==> src/rtl/nibble_change_logger_pkg.sv <==
`default_nettype none
// ----------------------------------------------------------------------------
// nibble_log_pkg: shared event, FSM and counter types for the change logger.
// Revision: 1.0
// ----------------------------------------------------------------------------
package nibble_log_pkg;

  localparam int DROP_W = 8;
  localparam logic [DROP_W-1:0] DROP_MAX = {DROP_W{1'b1}};

  typedef enum logic [0:0] {
    ST_INIT  = 1'b0,
    ST_ARMED = 1'b1
  } state_e;

  // Nibble pair of one event; the timestamp is appended below it because its
  // width is a per-instance parameter.
  typedef struct packed {
    logic [3:0] old_nib;
    logic [3:0] new_nib;
  } ev_hdr_t;

  function automatic logic [DROP_W-1:0] sat_inc_drop(input logic [DROP_W-1:0] v);
    return (v == DROP_MAX) ? v : v + DROP_W'(1);
  endfunction

endpackage
`default_nettype wire

==> src/rtl/nibble_change_logger_if.sv <==
`default_nettype none
// ----------------------------------------------------------------------------
// nibble_change_logger_if: sample input, event stream and status bundle.
// Revision: 1.0
// ----------------------------------------------------------------------------
interface nibble_change_logger_if #(
  parameter int TS_W = 8
);

  logic [3:0]                        in_val;
  logic                              in_en;
  logic                              clr;
  logic                              ev_valid;
  logic                              ev_ready;
  logic [8+TS_W-1:0]                 ev_data;
  logic [nibble_log_pkg::DROP_W-1:0] drop_cnt;
  logic                              overflow;
  logic                              stuck;

  modport master (
    output in_val, in_en, clr, ev_ready,
    input  ev_valid, ev_data, drop_cnt, overflow, stuck
  );

  modport slave (
    input  in_val, in_en, clr, ev_ready,
    output ev_valid, ev_data, drop_cnt, overflow, stuck
  );

endinterface
`default_nettype wire

==> src/rtl/nibble_change_logger_fifo.sv <==
`default_nettype none
// ----------------------------------------------------------------------------
// nibble_ev_fifo: show-ahead event FIFO, wrap-bit pointers, flush has priority.
// Revision: 1.0
// ----------------------------------------------------------------------------
module nibble_ev_fifo #(
  parameter int DEPTH = 4,
  parameter int W     = 16
) (
  input  wire logic         clk,
  input  wire logic         rst_n,
  input  wire logic         flush_i,
  input  wire logic         push_i,
  input  wire logic [W-1:0] push_data_i,
  input  wire logic         pop_i,
  output logic              full_o,
  output logic              valid_o,
  output logic [W-1:0]      head_o
);

  localparam int AW = $clog2(DEPTH);

  logic [AW:0]  wr_q;
  logic [AW:0]  rd_q;
  logic [W-1:0] mem_q [DEPTH];

  logic w_empty;
  logic w_full;
  logic w_rd_en;
  logic w_wr_en;

  assign w_empty = (wr_q == rd_q);
  assign w_full  = (wr_q[AW] != rd_q[AW]) && (wr_q[AW-1:0] == rd_q[AW-1:0]);
  assign w_rd_en = pop_i && !w_empty;
  // A pop in the same cycle frees the slot the push needs.
  assign w_wr_en = push_i && (!w_full || w_rd_en);

  always_ff @(posedge clk or negedge rst_n) begin
    if (!rst_n) begin
      wr_q <= '0;
      rd_q <= '0;
    end else if (flush_i) begin
      wr_q <= '0;
      rd_q <= '0;
    end else begin
      if (w_wr_en) begin
        wr_q <= wr_q + (AW+1)'(1);
      end
      if (w_rd_en) begin
        rd_q <= rd_q + (AW+1)'(1);
      end
    end
  end

  always_ff @(posedge clk) begin
    if (w_wr_en && !flush_i) begin
      mem_q[wr_q[AW-1:0]] <= push_data_i;
    end
  end

  assign full_o  = w_full;
  assign valid_o = !w_empty;
  assign head_o  = w_empty ? '0 : mem_q[rd_q[AW-1:0]];

endmodule
`default_nettype wire

==> src/rtl/nibble_change_logger.sv <==
`default_nettype none
// ----------------------------------------------------------------------------
// nibble_change_logger: timestamps nibble changes into an event FIFO.
// Revision: 1.0
// ----------------------------------------------------------------------------
module nibble_change_logger
  import nibble_log_pkg::*;
#(
  parameter int DEPTH     = 4,
  parameter int TS_W      = 8,
  parameter int STUCK_LIM = 16
) (
  input  wire logic             clk,
  input  wire logic             rst_n,
  nibble_change_logger_if.slave bus
);

  localparam int EV_W = 8 + TS_W;
  localparam int SW   = $clog2(STUCK_LIM + 1);
  localparam logic [SW-1:0] STABLE_MAX = SW'(STUCK_LIM);

  state_e            state_q, state_d;
  logic [3:0]        prev_q, prev_d;
  logic [TS_W-1:0]   ts_q, ts_d;
  logic [SW-1:0]     stable_q, stable_d;
  logic              stuck_q, stuck_d;
  logic [DROP_W-1:0] drop_q, drop_d;
  logic              ovf_q, ovf_d;

  ev_hdr_t           w_hdr;
  logic [EV_W-1:0]   w_ev;
  logic              w_change;
  logic              w_pop;
  logic              w_drop;
  logic              w_fifo_full;
  logic              w_fifo_valid;
  logic [EV_W-1:0]   w_fifo_head;

  assign w_change = (state_q == ST_ARMED) && bus.in_en && (bus.in_val != prev_q);
  assign w_pop    = w_fifo_valid && bus.ev_ready;
  assign w_drop   = w_change && w_fifo_full && !w_pop;

  assign w_hdr.old_nib = prev_q;
  assign w_hdr.new_nib = bus.in_val;
  assign w_ev          = {w_hdr, ts_q};

  nibble_ev_fifo #(
    .DEPTH (DEPTH),
    .W     (EV_W)
  ) u_fifo (
    .clk         (clk),
    .rst_n       (rst_n),
    .flush_i     (bus.clr),
    .push_i      (w_change),
    .push_data_i (w_ev),
    .pop_i       (bus.ev_ready),
    .full_o      (w_fifo_full),
    .valid_o     (w_fifo_valid),
    .head_o      (w_fifo_head)
  );

  always_ff @(posedge clk or negedge rst_n) begin
    if (!rst_n) begin
      state_q  <= ST_INIT;
      prev_q   <= '0;
      ts_q     <= '0;
      stable_q <= '0;
      stuck_q  <= 1'b0;
      drop_q   <= '0;
      ovf_q    <= 1'b0;
    end else begin
      state_q  <= state_d;
      prev_q   <= prev_d;
      ts_q     <= ts_d;
      stable_q <= stable_d;
      stuck_q  <= stuck_d;
      drop_q   <= drop_d;
      ovf_q    <= ovf_d;
    end
  end

  always_comb begin
    state_d  = state_q;
    prev_d   = prev_q;
    ts_d     = ts_q;
    stable_d = stable_q;
    stuck_d  = stuck_q;
    drop_d   = drop_q;
    ovf_d    = ovf_q;

    if (bus.clr) begin
      state_d  = ST_INIT;
      prev_d   = '0;
      ts_d     = '0;
      stable_d = '0;
      stuck_d  = 1'b0;
      drop_d   = '0;
      ovf_d    = 1'b0;
    end else begin
      ts_d = ts_q + TS_W'(1);

      unique case (state_q)
        ST_INIT: begin
          // The arming sample only establishes a baseline; it never logs.
          if (bus.in_en) begin
            state_d = ST_ARMED;
            prev_d  = bus.in_val;
          end
        end
        ST_ARMED: begin
          if (w_change) begin
            prev_d   = bus.in_val;
            stable_d = '0;
          end else if (bus.in_en && (stable_q != STABLE_MAX)) begin
            stable_d = stable_q + SW'(1);
          end
        end
        default: state_d = ST_INIT;
      endcase

      if (w_drop) begin
        drop_d = sat_inc_drop(drop_q);
        ovf_d  = 1'b1;
      end

      stuck_d = (stable_d >= STABLE_MAX);
    end
  end

  assign bus.ev_valid = w_fifo_valid;
  assign bus.ev_data  = w_fifo_head;
  assign bus.drop_cnt = drop_q;
  assign bus.overflow = ovf_q;
  assign bus.stuck    = stuck_q;

endmodule
`default_nettype wire

==> src/flat_wrapper.sv <==
// flat-port wrapper written by rule: the top's interface ports become plain ports
module nibble_change_logger_flat import nibble_log_pkg::*;
#(
  parameter int DEPTH     = 4,
  parameter int TS_W      = 8,
  parameter int STUCK_LIM = 16
)
  (clk, rst_n, bus_in_val, bus_in_en, bus_clr, bus_ev_ready, bus_ev_valid, bus_ev_data, bus_drop_cnt, bus_overflow, bus_stuck);
  nibble_change_logger_if #(.TS_W(TS_W)) bus_i ();
  input  wire logic clk;
  input  wire logic rst_n;
  input wire logic [$bits(bus_i.in_val)-1:0] bus_in_val;
  input wire logic [$bits(bus_i.in_en)-1:0] bus_in_en;
  input wire logic [$bits(bus_i.clr)-1:0] bus_clr;
  input wire logic [$bits(bus_i.ev_ready)-1:0] bus_ev_ready;
  output wire logic [$bits(bus_i.ev_valid)-1:0] bus_ev_valid;
  output wire logic [$bits(bus_i.ev_data)-1:0] bus_ev_data;
  output wire logic [$bits(bus_i.drop_cnt)-1:0] bus_drop_cnt;
  output wire logic [$bits(bus_i.overflow)-1:0] bus_overflow;
  output wire logic [$bits(bus_i.stuck)-1:0] bus_stuck;
  assign bus_i.in_val = bus_in_val;
  assign bus_i.in_en = bus_in_en;
  assign bus_i.clr = bus_clr;
  assign bus_i.ev_ready = bus_ev_ready;
  assign bus_ev_valid = bus_i.ev_valid;
  assign bus_ev_data = bus_i.ev_data;
  assign bus_drop_cnt = bus_i.drop_cnt;
  assign bus_overflow = bus_i.overflow;
  assign bus_stuck = bus_i.stuck;
  nibble_change_logger #(.DEPTH(DEPTH), .TS_W(TS_W), .STUCK_LIM(STUCK_LIM)) u_core (.clk(clk), .rst_n(rst_n), .bus(bus_i));
endmodule
==> config.mk <==
export PLATFORM = sky130hd
export DESIGN_NAME = nibble_change_logger_flat
export DESIGN_NICKNAME = d
export VERILOG_FILES = /design/src/rtl/nibble_change_logger_pkg.sv /design/src/rtl/nibble_change_logger_if.sv /design/src/rtl/nibble_change_logger_fifo.sv /design/src/rtl/nibble_change_logger.sv /design/src/flat_wrapper.sv
export SDC_FILE = /design/constraint.sdc
export NUM_CORES = 1
export LEC_CHECK = 0
export CAP_MARGIN = 20
export CORE_AREA = 5 5 93 95
export DETAILED_ROUTE_END_ITERATION = 8
export DIE_AREA = 0 0 98 100
export GPL_TIMING_DRIVEN = 0
export MAX_ROUTING_LAYER = met4
export PLACE_DENSITY = 0.82
export SLEW_MARGIN = 10
export SYNTH_ARGS = -nofsm -noshare
export SYNTH_HDL_FRONTEND = slang
export SYNTH_SLANG_ARGS = --single-unit
==> constraint.sdc <==
create_clock -name clk -period 3.67 [get_ports clk]
set_input_delay 0.9175 -clock clk [delete_from_list [all_inputs] [get_ports clk]]
set_output_delay 0.9175 -clock clk [all_outputs]
set_load 0.005 [all_outputs]
==> metrics.txt <==
crit start category register; clk slew on worst S/H paths around 90 ps; R2R cell count 7; Worst Hold Class register to register; cell area after synthesis approximately 0.0043 sq mm; reg2reg end u_core.u_fifo.mem_q[1][5]; first-pass GRT wire length 12.49 mm; Core ar. ~0.0076 sq mm; num ports 36; Die ar. between 0.009 and 0.01 sq mm; Seq. cell area approximately 0.0027 sq mm; async set or reset register ratio after synthesis 0.3402; synth cell count leaders edfxtp_1 (64), dfrtp_1 (33), nor2_1 (31), nor2b_1 (23), xor2_1 (15); sequential element share of the synthesized area 0.6455; # setup viols final 0; clock skew ~11 ps; Area Overhead vs Synth 17.08%; Power per Cell Area 428.0 mW/mm^2; Post-synth EDFFs 64; Hold Path Sink u_core.state_q; Multi-input gate area ~0.0014 sq mm; count leader, synth edfxtp_1; Arrival @ worst endpoint between 2000 and 3000 ps; Fin. Hold Viols 0; Clock Latency Late Sink 360 ps; Avg WL per Cell between 15 and 20 um; post-synthesis xor/xnor area fraction 0.04086; synth top area cells edfxtp_1 (45%), dfrtp_1 (19%), mux4_2 (6.9%); hold depth 2; clk sink count between 90 and 100; maximum number of pins on one net before global-route repair 34; total grt overflow 0; syn_nets slightly below 300; Synth cell types 39; setup TNS 0 ps; routed vias/inst roughly 5.4; drt pass-1 iters 4; post-synthesis mux area share 0.1223; hold_buf cts 0; Worst Hold Launch u_core.state_q; Pins Over Slew Limit 0; initial antenna violation count 0; Post-Synth Simple-Gate Area 0.1211; # rows 32; main combinational cell family by area after synthesis multiplexers; number of synthesis warnings 0; CP Class register to output port; filler cell count ~530; Die W between 90 and 100 um; Reg-to-Reg Start u_core.u_fifo.rd_q[0]; RSZ-0062 raised after global routing no; CTS tree yes; gp weighted congestion a little under 0.9; max-cap viol count 0; Synth Area per Inst roughly 15 sq um; worst slew margin relative to its limit 0.4720; WHS just over 500 ps; Crit. End Element output port; leak pwr roughly 0.0018 uW; outcome finished, final reports clean; Max Fclk approximately 0.29 GHz; biggest area consumer among synthesized cells edfxtp_1; vias in the first global route ~2500; Die H approximately 100 um; Tcrit/Tclk final 0.9408; number of port buffers 34; Initial Util 0.5566; FF-to-FF setup slack roughly 770 ps; Synth Area in Compound Gates 0.02175; DRC Markers 0; gr usage total 0.1674; Final ANT Viol Nets 0; clk buf depth 2; Adder-Cell Fraction of Synth Area 0.02646; crit path time final about 3500 ps; Largest stage delay, worst path between 400 and 500 ps; Syn Inst Count 280; cts bufs inserted 9; Worst Tran Pin Value just under 800 ps; crit path cell chain buf_4 -> xor2_1 -> nor3_4 -> clkbuf_1 -> nor2b_1 -> clkdlybuf4s50_1; crit-path max FO 10; prevailing post-synth register cell edfxtp_1; dpl hpwl approximately 5 mm; root buf cell clkbuf_8; Max VDD drop between 150 and 200 uV; Slowest-stage cell, CP clkdlybuf4s50_1; Final Util 0.6517; 1st-iter DRT viols 105; share of the synthesized area in the top cell type 0.4515; via count 2374; Required @ worst endpoint about 2800 ps; final wirelength about 7.6 mm; fin nets between 300 and 400; post-synthesis register bit count between 90 and 100; CTS H-tree lvls 3; antenna cells 0; share of cells above drive strength 1 0.1522
==> report_power, final <==
group / internal (uW) / switching, uW / leakage, uW
registers: 1180 / 14.9 / 0.00104
clock network: 320 / 356 / 0.0000954
logic: 140 / 120 / 0.000713
==> what timing repair did <==
| action | CTS | global route |
|---|---|---|
| endpoints found under the setup margin | 10 | 10 |
| hold endpoints to repair | 0 | 0 |
| resized for setup | 1 | 1 |
| setup buffers | 0 | 0 |
| pin swaps | 0 | 0 |
==> cells in the final DEF, fill, tap and decap left out, drive strengths merged <==
master / synthesis / final
o31ai: 3 / 3
clkinv: 0 / 1
nor4: 4 / 4
nand2b: 5 / 5
or4b: 1 / 1
or4: 2 / 2
nor3b: 4 / 4
a21oi: 5 / 5
ha: 9 / 9
o21ai: 2 / 2
and2: 3 / 3
nand3: 7 / 7
and3: 3 / 3
clkbuf: 6 / 18
nor2b: 23 / 23
dfrtp: 33 / 33
mux2: 7 / 7
buf: 6 / 12
nor2: 31 / 31
or2b: 1 / 1
nand4bb: 1 / 1
mux4: 16 / 16
nor3: 3 / 3
o311ai: 1 / 1
xnor2: 3 / 3
bufinv: 0 / 1
nand4: 4 / 4
o41ai: 1 / 1
xor2: 16 / 16
clkdlybuf4s50: 0 / 33
o21ba: 1 / 1
mux2i: 7 / 7
nand2: 1 / 1
edfxtp: 64 / 64
inv: 7 / 9
==> sequential cells by signal (all words and copies together), names as in the netlist <==
register             cells
u_core.u_fifo.mem_q     64
u_core.bus.drop_cnt      8
u_core.ts_q              8
u_core.stable_q          5
u_core.prev_q            4
u_core.u_fifo.rd_q       3
u_core.u_fifo.wr_q       3
u_core.bus.overflow      1
u_core.state_q           1
==> worst max path at each step <==
| stage | startpoint | to | cells past startpoint | slack, ps |
|---|---|---|---|---|
| 2_1_floorplan | bus_in_en | u_core.u_fifo.mem_q[0][0] | 6 | 10 |
| 5_1_grt | u_core.u_fifo.rd_q[0] | bus_ev_data[10] | 6 | 20 |
| 4_1_cts | u_core.u_fifo.rd_q[0] | bus_ev_data[10] | 6 | 0.04 |
| 6_report | u_core.u_fifo.rd_q[0] | bus_ev_data[14] | 6 | 220 |
| 3_5_place_dp | bus_in_val[1] | u_core.u_fifo.mem_q[1][4] | 7 | -130 |
| 3_3_place_gp | bus_in_val[1] | u_core.u_fifo.mem_q[0][4] | 6 | -1340 |
==> final cells by class <==
type                       instances  share of cell area
timing repair buffer              39             0.07632
buffer                            12             0.01356
multi-input combinational        164              0.2902
sequential                        97              0.5513
inverter                           7            0.005272
tap                              102             0.02561
clock buffer                      12             0.02712
clock inverter                     4             0.01054
==> routing by layer <==
layer / global-route usage / wire length [um] / vias up / share of wire
li1: - / - / 1137 / -
met1: 0.2036 / 3322 / 1174 / 0.44
met2: 0.2832 / 3853 / 54 / 0.51
met3: 0.03822 / 296 / 9 / 0.039
met4: 0.04792 / 78 / 0 / 0.010
met5: - / 0 / - / 0
==> stage by stage <==
stage          total power [uW]  instances  instance area (sq um)  setup slack [ps]
3_5_place_dp               1482        421                   4785            -127.1
3_3_place_gp               1472        416                   4725             -1343
2_1_floorplan              1361        280                   4257             11.74
6_report                   2133        437                   4984             217.2
5_1_grt                    2219        437                   4984             20.13
4_1_cts                    2145        437                   4977           0.04174
==> worst max-delay path, delay by kind of cell (launching register included) <==
| kind | cells | cell delay, ps |
|---|---|---|
| buffers and inverters | 3 | 1080 |
| and+or+nand+nor | 2 | 490 |
| DFF | 1 | 390 |
| xor gates and xnor gates | 1 | 210 |
==> kinds of logic after synthesis <==
| kind of cell | after synthesis |
|---|---|
| AO/OA/AOI/OAI | 13 |
| multiplexers | 30 |
| adder cells (fa/ha/maj) | 9 |
| AND/OR/NAND/NOR | 93 |
| buffers and inverters | 19 |
| XOR/XNOR | 19 |
| flip-flops | 97 |
No activity file was read; power rests on OpenSTA's default activity.
